[src/rtl/arb_mux2_rr_pkg.sv]
// arb_mux2_rr_pkg: state encodings and helpers shared by the round-robin arbiter
package arb_mux2_rr_pkg;

    typedef enum logic [1:0] {
        ST_IDLE = 2'b00,
        ST_OWN0 = 2'b01,
        ST_OWN1 = 2'b10
    } state_t;

    function automatic state_t own_state(input logic owner);
        return owner ? ST_OWN1 : ST_OWN0;
    endfunction

endpackage

[src/rtl/arb_mux2_rr_mux.sv]
// mux2_1_w: parameterised W-bit 2:1 data multiplexer
module mux2_1_w #(
    parameter int W = 8
) (
    input  logic [W-1:0] i_d0,
    input  logic [W-1:0] i_d1,
    input  logic         i_sel,
    output logic [W-1:0] o_y
);

    // pick d1 when select is high, d0 otherwise
    always @* begin
        o_y = i_sel ? i_d1 : i_d0;
    end

endmodule

[src/rtl/arb_mux2_rr.sv]
// arb_mux2_rr: two-requester round-robin arbiter owning a shared 2:1 data path
module arb_mux2_rr
    import arb_mux2_rr_pkg::*;
#(
    parameter int W     = 8,
    parameter int BURST = 4
) (
    input  logic         clk,
    input  logic         reset,
    input  logic         req0,
    input  logic [W-1:0] d0,
    input  logic         req1,
    input  logic [W-1:0] d1,
    input  logic         ready,
    output logic         gnt0,
    output logic         gnt1,
    output logic         valid,
    output logic [W-1:0] out,
    output logic         sel
);

    localparam logic [7:0] LAST_BEAT = 8'(BURST - 1);

    state_t     r_state, w_state_nxt;
    logic       r_sel, w_sel_nxt;
    logic       r_last, w_last_nxt;
    logic [7:0] r_cnt, w_cnt_nxt;
    logic       w_own, w_busy, w_reqx, w_reqy;
    logic       w_enter, w_enter_own;

    assign w_own  = r_state == ST_OWN1;
    assign w_busy = r_state == ST_OWN0 || r_state == ST_OWN1;
    assign w_reqx = w_own ? req1 : req0;
    assign w_reqy = w_own ? req0 : req1;

    assign valid = w_busy && w_reqx;
    assign gnt0  = r_state == ST_OWN0 && req0 && ready;
    assign gnt1  = r_state == ST_OWN1 && req1 && ready;
    assign sel   = r_sel;

    mux2_1_w #(.W(W)) u_mux (
        .i_d0  (d0),
        .i_d1  (d1),
        .i_sel (r_sel),
        .o_y   (out)
    );

    // next owner, burst counter and select; handing the path over loads sel/last and clears cnt
    always_comb begin
        w_state_nxt = r_state;
        w_sel_nxt   = r_sel;
        w_last_nxt  = r_last;
        w_cnt_nxt   = r_cnt;
        w_enter     = 1'b0;
        w_enter_own = 1'b0;
        case (r_state)
            ST_IDLE: begin
                w_enter     = req0 || req1;
                w_enter_own = (req0 && req1) ? !r_last : req1;
            end
            ST_OWN0, ST_OWN1: begin
                if (!w_reqx) begin
                    w_enter     = w_reqy;
                    w_enter_own = !w_own;
                    w_state_nxt = ST_IDLE;
                end else if (ready) begin
                    if (r_cnt == LAST_BEAT) begin
                        w_enter     = w_reqy;
                        w_enter_own = !w_own;
                        w_cnt_nxt   = 8'd0;
                    end else begin
                        w_cnt_nxt = r_cnt + 8'd1;
                    end
                end
            end
            default: w_state_nxt = ST_IDLE;
        endcase
        if (w_enter) begin
            w_state_nxt = own_state(w_enter_own);
            w_sel_nxt   = w_enter_own;
            w_last_nxt  = w_enter_own;
            w_cnt_nxt   = 8'd0;
        end
    end

    // arbitration state register, cleared immediately by reset
    always_ff @(posedge clk or posedge reset) begin
        if (reset) begin
            r_state <= ST_IDLE;
            r_sel   <= 1'b0;
            r_last  <= 1'b1;
            r_cnt   <= 8'd0;
        end else begin
            r_state <= w_state_nxt;
            r_sel   <= w_sel_nxt;
            r_last  <= w_last_nxt;
            r_cnt   <= w_cnt_nxt;
        end
    end

endmodule

[config.mk]
export PLATFORM = sky130hd
export DESIGN_NAME = arb_mux2_rr
export DESIGN_NICKNAME = d
export VERILOG_FILES = /design/src/rtl/arb_mux2_rr_pkg.sv /design/src/rtl/arb_mux2_rr_mux.sv /design/src/rtl/arb_mux2_rr.sv
export SDC_FILE = /design/constraint.sdc
export NUM_CORES = 1
export LEC_CHECK = 0
export ABC_AREA = 0
export BUFFER_PORTS_ARGS = -buffer_cell sky130_fd_sc_hd__buf_4
export CAP_MARGIN = 20
export CORE_MARGIN = 1
export CORE_UTILIZATION = 40
export CTS_BUF_LIST = sky130_fd_sc_hd__clkbuf_4
export DETAILED_ROUTE_END_ITERATION = 12
export PLACE_DENSITY = 0.76
export REMOVE_ABC_BUFFERS = 1
export SLEW_MARGIN = 25
export SYNTH_ARGS = -nofsm -noshare
export SYNTH_HDL_FRONTEND = slang
export SYNTH_SLANG_ARGS = --single-unit
export TNS_END_PERCENT = 100
[constraint.sdc]
create_clock -name clk -period 2.8 [get_ports clk]
set_input_delay 0.7 -clock clk [delete_from_list [all_inputs] [get_ports clk]]
set_output_delay 0.7 -clock clk [all_outputs]
set_load 0.02 [all_outputs]
==> metrics <==
Setup crit start kind=flip-flop; max-cap violations=0; CTS root buf=clkbuf_4; largest net degree at the start of global routing=13; Core Util, Final=0.579; Initial Utilization=0.434; Post-Synthesis Cells=86; Peak Freq=405 MHz; die area=2360 µm²; Tot GR Track Use=0.170; Worst EP required=2.10 ns; synth cell count leaders=11 x dfrtp_1, 10 x mux2_2, 6 x inv_1, 6 x nand2_1; Via density=4.99; FILL cells=183; synth top area cells=dfrtp_1 32%, mux2_2 13%, ha_1 7.2%; Seq/Total Area, Yosys=0.347; flop-to-flop setup slack=0.77 ns; measured slew at the worst slew-check pin=0.448 ns; area delta synth->final=33.2%; clk buf depth=2; core area=2000 µm²; die height=48.6 µm; nets@finish=148; number of nets still failing antenna checks after routing=0; element type at the critical path end=primary output; RSZ-0062 raised after global routing=no; Die W=48.6 µm; Worst Path Max Fanout=5; initial drt markers=5; fin crit share=0.881; setup_tns=0 ns; clock skew=0.0106 ns; critical path class=flip-flop to primary output; initial antenna violation count=0; Yosys top cell area share=0.317; hpwl dp=1440 µm; post-CTS sizing=0; number of flops mapped to enable cells by yosys=0; total CTS buffers=3; Yosys Warn Count=0; WP data arrival=1.77 ns; Reg2Reg Depth=7; clk slew on worst S/H paths=0.08 ns; largest area contributor in the netlist=dfrtp_1; Finish-stage setup viols=0; count leader, synth=dfrtp_1; Power Dens Cells=788 nW/µm²; FF-to-FF Start=r_state[0]$_DFFE_PP0P_; layout cells sized above 1=0.446; H-tree depth=1; drc violations=0; Post-synth ARST share=1.00; Post-Syn Area=870 µm²; Yosys reg bits=12; Rel. slew slack=0.701; CTS tree=done; number of global-route vias before repair=692; Post-Syn Area per Cell=10.1 µm²; status=completed; final wirelength=1800 µm; LEAKAGE=0.540 nW; Routed WL per cell=12.1 µm; dominant synthesized flop cell=dfrtp_1; Worst VDD drop=0.000473 V; GP Congestion=0.854; via count=738; Port Buffers=32; Tightest Hold Check Type=primary input to asynchronous set/reset pin; row count=16; Clk Latency, worst-skew pair=0.27 ns; post-layout min period=2.47 ns; clock sinks=12; boundary pin count=33; final hold violations=0; Pre-antenna DRT Iters=4; post-CTS setup buffers=0; hold buffer count at cts=0; diode count=0; Netlist cell types=32; gr ovfl total=0; first-pass GRT wire length=3130 µm; worst r2r dst=r_last$_DFFE_PP1P_; Pins Over Slew Limit=0
-- sequential cells by signal (all words and copies together), names as in the netlist --
name     cells
r_last       1
r_state      2
sel          1
r_cnt        8
-- per-stage QoR --
stage	hold slack [ns]	cell area (µm²)	power [mW]	setup WS, ns	instances
6_report	0.430	1160	0.913	0.333	148
3_5_place_dp	0.467	1130	0.802	0.617	144
4_1_cts	0.438	1160	0.923	0.322	148
2_1_floorplan	0.445	847	0.617	0.563	84
3_3_place_gp	0.462	1130	0.784	0.656	144
5_1_grt	0.454	1160	0.987	0.182	148
-- cell usage in the layout, fill, tap and decap left out --
master	netlist	routed
o21a_1	1	1
mux2_2	10	10
and2b_2	1	1
dfstp_2	1	1
mux2i_2	1	1
a32o_1	1	1
nor2_1	5	5
ha_1	5	5
nor4b_2	1	1
and2_1	2	2
or3_1	2	2
a211oi_2	1	1
nand2_1	6	6
a21oi_1	3	3
nor3_1	3	3
mux2i_1	3	3
o21ai_0	2	2
or3b_1	1	1
clkbuf_4	0	4
buf_4	0	33
and3_1	1	1
a311oi_1	1	1
xnor2_1	5	5
a21o_2	1	1
dfrtp_1	11	11
and3_2	1	1
nand4_1	2	2
nand2b_1	1	1
a31oi_1	1	1
nor3b_1	1	1
nor4b_1	2	2
nand3_1	2	2
inv_1	6	6
-- layer usage --
layer	up-vias	routed length [µm]	global-route usage
li1	381	-	-
met1	341	851	0.213
met2	14	878	0.282
met3	2	40	0.0220
met4	0	25	0.0882
met5	-	0	0
-- worst max-delay path: stages (launching register included) --
cell and delay [ns]:
dfrtp_1 0.41, inv_1 0.09, ha_1 0.28, mux2_2 0.38, and2_1 0.18, buf_4 0.16
-- how the worst max path moves through the flow --
stage	startpoint	endpoint	slack (ns)	cells after the start
after floorplan	r_state[0]$_DFFE_PP0P_	r_state[0]$_DFFE_PP0P_	0.56	6
after global placement	req0	valid	0.66	4
after detailed placement	r_state[0]$_DFFE_PP0P_	valid	0.62	5
after CTS	r_state[0]$_DFFE_PP0P_	valid	0.32	5
after global routing	r_state[0]$_DFFE_PP0P_	valid	0.18	5
final	r_state[0]$_DFFE_PP0P_	valid	0.33	5
-- where the power goes --
| group | internal (mW) | total (mW) | switching (mW) | leakage, nW |
|---|---|---|---|---|
| Sequential | 0.215 | 0.264 | 0.0484 | 0.159 |
| Combinational | 0.262 | 0.529 | 0.267 | 0.363 |
| Clock | 0.0647 | 0.120 | 0.0554 | 0.0184 |
| Total | 0.542 | 0.913 | 0.371 | 0.540 |
-- area by class of cell --
type | instances | area [µm²] | area share
clock buffers | 4 | 30.0 | 0.0259
repair buffers | 33 | 248 | 0.214
multi-input cells | 66 | 523 | 0.451
flip-flops and latches | 12 | 302 | 0.260
inverters | 6 | 22.5 | 0.0194
well taps | 27 | 33.8 | 0.0292
-- kinds of logic (layout without fill, tap and decap cells) --
kind of cell    Yosys count  in the layout  synth area share
simple gates             31             31             0.209
mux                      14             14             0.180
flops                    12             12             0.347
compound gates           11             11            0.0907
buf+inv                   8             43            0.0518
fa+ha+maj                 5              5            0.0719
xor+xnor                  5              5            0.0504
Note: power is estimated with default switching activity, not from simulation.
